### src/rtl/ast_trace_disasm.sv
// Debug-only instruction trace disassembler: decodes issued IR words into
// 12-character ASCII strings and queues them, tagged with PC, in a trace FIFO.
module ast_trace_disasm #(
    parameter int unsigned DEPTH = 8,
    parameter int unsigned PC_W  = 16,
    parameter int unsigned CNT_W = 16
) (
    input  logic                      Clock_pin,
    input  logic                      Reset_pin,
    input  logic [15:0]               IR,
    input  logic                      IR_valid,
    input  logic [PC_W-1:0]           PC,
    input  logic                      trace_enable,
    output logic [95:0]               ICis,
    output logic                      trace_valid,
    input  logic                      trace_ready,
    output logic [95:0]               trace_text,
    output logic [PC_W-1:0]           trace_pc,
    output logic [$clog2(DEPTH):0]    trace_count,
    output logic [CNT_W-1:0]          drop_count
);

    localparam int unsigned AW = $clog2(DEPTH);
    localparam int unsigned CW = AW + 1;
    localparam logic [95:0] RST_STR = {"RST", {9{8'h20}}};

    // ASCII uppercase hex digit of a nibble
    function automatic logic [7:0] hex_char(input logic [3:0] n);
        return (n < 4'd10) ? 8'(8'h30 + 8'(n)) : 8'(8'h37 + 8'(n));
    endfunction

    // Mnemonic left-justified in a 5-character field
    function automatic logic [39:0] mnem(input logic [5:0] op);
        case (op)
            6'h02: return "CPY  ";
            6'h03: return "SWAP ";
            6'h05: return "ADD  ";
            6'h06: return "SUB  ";
            6'h07: return "ADDC ";
            6'h08: return "SUBC ";
            6'h0A: return "AND  ";
            6'h0B: return "OR   ";
            6'h0C: return "SRA  ";
            6'h0D: return "SRL  ";
            6'h0E: return "VADD ";
            6'h0F: return "VSUB ";
            6'h10: return "MUL  ";
            6'h11: return "DIV  ";
            6'h12: return "XOR  ";
            6'h13: return "ROTL ";
            6'h14: return "ROTR ";
            6'h15: return "RLZ  ";
            6'h16: return "RLN  ";
            6'h17: return "RRC  ";
            6'h18: return "RRV  ";
            6'h19: return "CALL ";
            6'h1A: return "RET  ";
            default: return "     ";
        endcase
    endfunction

    logic [5:0]  op;
    logic [7:0]  ha, hb, jx, jv;
    logic [95:0] dec;
    logic        unused_ir;

    assign op        = IR[13:8];
    assign ha        = hex_char(IR[7:4]);
    assign hb        = hex_char(IR[3:0]);
    assign unused_ir = ^IR[15:14];

    // Combinational decode of the current IR into its ASCII string
    always_comb begin
        dec = {"NDEF", {8{8'h20}}};
        jx  = "?";
        jv  = "?";
        case (IR[3:0])
            4'b0000: begin jx = "U"; jv = " "; end
            4'b1000: begin jx = "C"; jv = "1"; end
            4'b0100: begin jx = "N"; jv = "1"; end
            4'b0010: begin jx = "V"; jv = "1"; end
            4'b0001: begin jx = "Z"; jv = "1"; end
            4'b0111: begin jx = "C"; jv = "0"; end
            4'b1011: begin jx = "N"; jv = "0"; end
            4'b1101: begin jx = "V"; jv = "0"; end
            4'b1110: begin jx = "Z"; jv = "0"; end
            default: begin jx = "?"; jv = "?"; end
        endcase
        case (op)
            6'h02, 6'h03, 6'h05, 6'h06, 6'h0A, 6'h0B, 6'h0E, 6'h0F,
            6'h10, 6'h11, 6'h12:
                dec = {mnem(op), "R", ha, ", R", hb, ";"};
            6'h07, 6'h08, 6'h0C, 6'h0D, 6'h13, 6'h14, 6'h15, 6'h16,
            6'h17, 6'h18, 6'h19, 6'h1A:
                dec = {mnem(op), "R", ha, ", #", hb, ";"};
            6'h00:   dec = {"LD R", hb, ", MAr", ha, ";"};
            6'h01:   dec = {"ST R", hb, ", MAr", ha, ";"};
            6'h09:   dec = {"NOT  R", ha, "    ;"};
            6'h04:   dec = {"JUMP if ", jx, "=", jv, ";"};
            6'h3F:   dec = {"STALL", {7{8'h20}}};
            default: dec = {"NDEF", {8{8'h20}}};
        endcase
    end

    logic              capture;
    logic              push_vld;
    logic [95:0]       push_text;
    logic [PC_W-1:0]   push_pc;

    assign capture = IR_valid & trace_enable;

    // Stage 1: register decoded string to the live view and the push register
    always_ff @(posedge Clock_pin or posedge Reset_pin) begin
        if (Reset_pin) begin
            ICis      <= RST_STR;
            push_vld  <= 1'b0;
            push_text <= '0;
            push_pc   <= '0;
        end else begin
            push_vld <= capture;
            if (capture) begin
                ICis      <= dec;
                push_text <= dec;
                push_pc   <= PC;
            end
        end
    end

    logic [95:0]     mem_text [DEPTH];
    logic [PC_W-1:0] mem_pc   [DEPTH];
    logic [AW-1:0]   wr_ptr, rd_ptr;
    logic            full, pop, do_push, do_drop;

    assign full        = (trace_count == CW'(DEPTH));
    assign trace_valid = (trace_count != '0);
    assign pop         = trace_valid & trace_ready;
    assign do_push     = push_vld & (~full | pop);
    assign do_drop     = push_vld & full & ~pop;
    assign trace_text  = mem_text[rd_ptr];
    assign trace_pc    = mem_pc[rd_ptr];

    // Stage 2: trace FIFO storage, pointers, occupancy and drop counter
    always_ff @(posedge Clock_pin or posedge Reset_pin) begin
        if (Reset_pin) begin
            for (int unsigned i = 0; i < DEPTH; i++) begin
                mem_text[i] <= '0;
                mem_pc[i]   <= '0;
            end
            wr_ptr      <= '0;
            rd_ptr      <= '0;
            trace_count <= '0;
            drop_count  <= '0;
        end else begin
            if (do_push) begin
                mem_text[wr_ptr] <= push_text;
                mem_pc[wr_ptr]   <= push_pc;
                wr_ptr           <= wr_ptr + AW'(1);
            end
            if (pop) begin
                rd_ptr <= rd_ptr + AW'(1);
            end
            case ({do_push, pop})
                2'b10:   trace_count <= trace_count + CW'(1);
                2'b01:   trace_count <= trace_count - CW'(1);
                default: trace_count <= trace_count;
            endcase
            if (do_drop && (drop_count != '1)) begin
                drop_count <= drop_count + CNT_W'(1);
            end
        end
    end

endmodule

### config.mk
export PLATFORM = sky130hd
export DESIGN_NAME = ast_trace_disasm
export DESIGN_NICKNAME = d
export VERILOG_FILES = /design/src/rtl/ast_trace_disasm.sv
export SDC_FILE = /design/constraint.sdc
export NUM_CORES = 1
export LEC_CHECK = 0
export BUFFER_PORTS_ARGS = -buffer_cell sky130_fd_sc_hd__buf_4
export CAP_MARGIN = 20
export CORE_MARGIN = 8
export CORE_UTILIZATION = 55
export DETAILED_ROUTE_END_ITERATION = 10
export PLACE_DENSITY = 0.86
export SLEW_MARGIN = 5
export SYNTH_ARGS = -nofsm -noshare
export SYNTH_HDL_FRONTEND = slang
export SYNTH_SLANG_ARGS = --single-unit
### constraint.sdc
create_clock -name Clock_pin -period 32.5 [get_ports Clock_pin]
set_input_delay 3.25 -clock Clock_pin [delete_from_list [all_inputs] [get_ports Clock_pin]]
set_output_delay 3.25 -clock Clock_pin [all_outputs]
set_load 0.03 [all_outputs]
# After elaboration in Yosys (flattened, before gate mapping)
# Memories as Yosys holds them, arrays and structs flattened.
# Index checks and enable logic that the tools add are counted.
# word_totals
input_bits,37
register_bits,1131
out_inout_bits,229
rom_bits,1984
n_memories,3
wordCells,107
# mem_list
name,depth,word_bits,read_ports,rd_clocked_by_memory_dff,write_ports,line,source
(name not given),32,28,1,0,0,34,case (op)
(name not given),32,28,1,0,0,34,
(name not given),16,12,1,0,0,77,case (IR[3:0])
# op_classes
muxes,18
magnitude_cmp,5
add_sub_neg,9
bitwise_logic,10
eq_ne,31
reduce_logical,7
# op_table
operator,count
$bwmux W768,1
$pmux W96 S7,1
$bmux W96 S3,1
$demux W96 S3,1
$mux W96,3
$bwmux W128,1
$mux W40,2
$eq A6 B5 Y1 const B,11
$bmux W16 S3,1
$demux W16 S3,1
$eq A6 B4 Y1 const B,8
$mux W16,3
$add A6 B4 Y7 const A,4
$eq A6 B3 Y1 const B,4
$add A16 B1 Y16 const B,1
$ne A16 B16 Y1 const B,1
$mux W7,2
$eq A6 B2 Y1 const B,2
$reduce_or A12 Y1,1
$reduce_or A11 Y1,1
$ge A4 B4 Y1 const B,2
$lt A4 B4 Y1 const B,2
$not A3 Y4,2
$pmux W4 S2,1
other kinds (16),23

# Longest topological paths before layout
# logic_depth
ltp_word,6
depth_mapped,11
ltp_nobuf,10

# Worst setup path after synthesis
# OpenSTA, ideal clock, no wires.
# synth_path
path_kind,reg-to-output
from,register rd_ptr[0]
to,output port trace_text[19]
n_path_buf,5
setup_slack_ns,27.034
arrival_time_ns,2.216
stages_incl_launch_ff,8
t_required_ns,29.250
path_cell_list,dfrtp_1 > clkbuf_1 > buf_2 > buf_2 > buf_1 > mux4_2 > mux2_2 > buf_4
# synth_between
elab_chain_cells,4
# synth_lines
item,line,source
"start, declared",131,"logic [AW-1:0] wr_ptr, rd_ptr;"
"start signal, assigned",160,rd_ptr <= rd_ptr + AW'(1);
$not A3 Y4 (implied by the code),139,assign trace_text = mem_text[rd_ptr];
$bmux W96 S3,139,
$mux W96 (implied by the code) (2 in a row),139,
"end, declared",17,"output logic [95:0] trace_text,"
# Every way passes these cells. The select of a mux whose other input is x is not followed.

# Final worst setup path
# layout_path
from,register rd_ptr[0]
to,output port trace_text[29]
# Same word-level chain as after synthesis.

==> results.yml <==
logic_synthesis:
  synth_edf_count: 0
  synth.most_common_cell: "dfrtp_1"
  syn_inst: 2605
  yosys_warnings: 0
  ys_ff_latch: 800
  netlist_top_cells_count: "dfrtp_1, mux2_2, mux4_2"
  synth_area_leaders: "dfrtp_1, mux2_2, mux4_2"
  avgSynthCellArea_um2: 14.5
  synth_top_area_cell: "dfrtp_1"
  synthArstFlopShare: 1.00
  synthesis.area_um2: 37800
  synth_ff_type: "dfrtp_1"
  ys_types: 77
  synth-seq-area-share: 0.530
  synth_top_area_share: 0.518
timing:
  max_slew_margin: 0.218
  finalSetupViolCount: 0
  worst_slew_pin_slew_ns: 1.16
  final-hold-violation-count: 0
  slew_viol_final: 0
  rsz0062_at_grt: "false"
  fin_skew_ns: 0.0239
  fin_crit_ns: 7.73
  fin_setup_tns_ns: 0
  max_freq_ghz: 0.129
  whs_ns: 0.487
  fin_crit_sh: 0.238
cts:
  cts_inserted_buffers: 81
  cts_num_sinks: 800
  clk_pin_slew_worst_paths_ns: 0.06
  tritoncts: "built"
  post-cts-setup-buffer-count: 0
  clock_latency_ns: 0.63
  ctsResizeCount: 0
  cts.path.max_buffers: 3
  cts_root_buffer: "clkbuf_16"
  holdBufCountCts: 0
  h-tree-depth: 3
worst_setup_path:
  cp-end-kind: "output pin"
  crit_type: "reg -> out"
  start_kind: "register"
  timing.rr.start: "trace_count[1]"
  worstSetupStartpoint: "rd_ptr[0]"
  max_stage_delay_ns: 1.05
  path_cells: "buf_4 > buf_4 > mux4_2 > mux2_2 > buf_4"
  worstPathArrival_ns: 4.48
  critPathSlowestCell: "dfrtp_4"
  worst_path_most_repeated_cell: "buf_4"
  crit_required_ns: 29.25
  critPathMaxFanout: 45
job:
  max-cap-violations: 0
global_route:
  grt_pass1_vias: 25061
  grt_overflow: 0
  grt_pass1_wl_um: 148000
  grt_max_degree: 176
  grtUsageTotal: 0.243
  antenna_found_initial: 5
placement:
  dpl.hpwl_um: 57700
  gp_congestion: 0.897
  io_buffers: 230
detailed_routing:
  drc: 0
  via_per_inst: 6.16
  wl_per_cell_um: 25.6
  drt-pass1-iter-count: 8
  wirelength_um: 93600
  vias: 22521
  drt_iter0_drc: 2146
  ant_nets: 0
pwr:
  power_density_nw_per_um2: 97.3
  p_leak_nw: 19.1
  ir_drop_v: 0.0000670
die:
  pin_count: 266
  die_x_um: 278
  num_rows: 96
  initial_core_util: 0.553
  dieArea_um2: 77400
  core_area_um2: 68300
  die_h_um: 278
finish:
  final_layout_size_suffix_gt1_frac: 0.493
  area_growth_pct: 11.7
  n_fill_cell: 4770
  fin_nets: 2761
worst_hold_path:
  min_from: "ICis[53]"
  hp-class: "reg -> reg"
status:
  status: "complete, no violations"
[routing by layer]
layer / vias to the layer above / wire length, µm / GRT usage
met1: 11980 / 37800 / 0.309
met2: 775 / 47400 / 0.412
met4: 6 / 2440 / 0.0809
met3: 161 / 5980 / 0.0514
met5: - / 40 / 0
li1: 9599 / - / -
[critical path, delay by kind of cell (launching register included)]
family | cells | cell delay [ns]
buf+inv | 3 | 1.81
mux | 2 | 0.93
flops | 1 | 1.05
[final cells by class]
| class | instances | area [µm²] | area share |
|---|---|---|---|
| Antenna cell | 1 | 2.50 | 0.0000592 |
| Clock buffer | 124 | 2430 | 0.0576 |
| Clock inverter | 27 | 317 | 0.00749 |
| Inverter | 18 | 78.8 | 0.00187 |
| Multi-Input combinational cell | 1534 | 16200 | 0.382 |
| Sequential cell | 800 | 20100 | 0.475 |
| Tap cell | 882 | 1100 | 0.0261 |
| Timing Repair Buffer | 268 | 2100 | 0.0498 |
[power by group]
group	switching, mW	total [mW]	internal [mW]
registers	0.264	1.61	1.34
logic	0.744	1.55	0.810
clock network	0.392	0.951	0.559
[stage by stage]
stage / power [mW] / cells / cell area [µm²] / worst slack (ns) / utilization
after detailed placement: 3.18 / 3498 / 39400 / 25.33 / 0.576
after global placement: 3.09 / 3498 / 39400 / 25.36 / 0.576
after global routing: 4.30 / 3654 / 42200 / 24.50 / 0.618
final: 4.11 / 3654 / 42200 / 24.77 / 0.618
after floorplan: 2.71 / 2636 / 37900 / 6.81 / -
after CTS: 4.15 / 3649 / 42100 / 24.66 / 0.617
[final timing paths]
kind | end | slack, ns | cells after the start
max in group asynchronous | mem_text[161] | 26.43 | 6
min | ICis[53] | 0.49 | 2
min in group asynchronous | drop_count[9] | 2.77 | 2
max | trace_text[29] | 24.77 | 5
min reg2reg | ICis[53] | 0.49 | 2
max reg2reg | mem_text[712] | 29.21 | 6
[placed cells by master (no fill, tap or decap), drive strengths merged, types with 6 or more instances in the layout]
cell | netlist | routed
a21oi | 59 | 59
nand2 | 122 | 122
nand3b | 7 | 7
ha | 21 | 21
clkinv | 0 | 16
o31ai | 8 | 8
clkbuf | 56 | 124
and2 | 9 | 9
a221o | 7 | 7
nand4 | 9 | 9
nor2b | 7 | 7
buf | 228 | 268
mux2 | 757 | 757
dfrtp | 783 | 783
xor2 | 8 | 8
a22o | 6 | 6
a211oi | 12 | 12
nor2 | 82 | 82
nor3 | 14 | 14
o21ai | 41 | 41
mux4 | 169 | 169
nand3 | 15 | 15
o211ai | 8 | 8
dfstp | 17 | 17
a31oi | 17 | 17
xnor2 | 19 | 19
inv | 18 | 21
nand2b | 15 | 15
a21o | 10 | 10
conb | 2 | 33
[sequential cells by signal, summed over array words and instances (netlist names)]
signal,count
push_vld,1
wr_ptr,3
mem_pc,128
mem_text,544
drop_count,16
push_pc,16
trace_count,4
ICis,67
push_text,18
rd_ptr,3
[logic make-up after synthesis]
logic type	share of synthesized area
other	0.000199
buffers and inverters	0.0470
adders and majority gates	0.00695
muxes	0.333
AOI/OAI and AO/OA	0.0373
xor gates and xnor gates	0.00626
and+or+nand+nor	0.0388
DFF	0.530
Power figures use the tool's default switching activity.
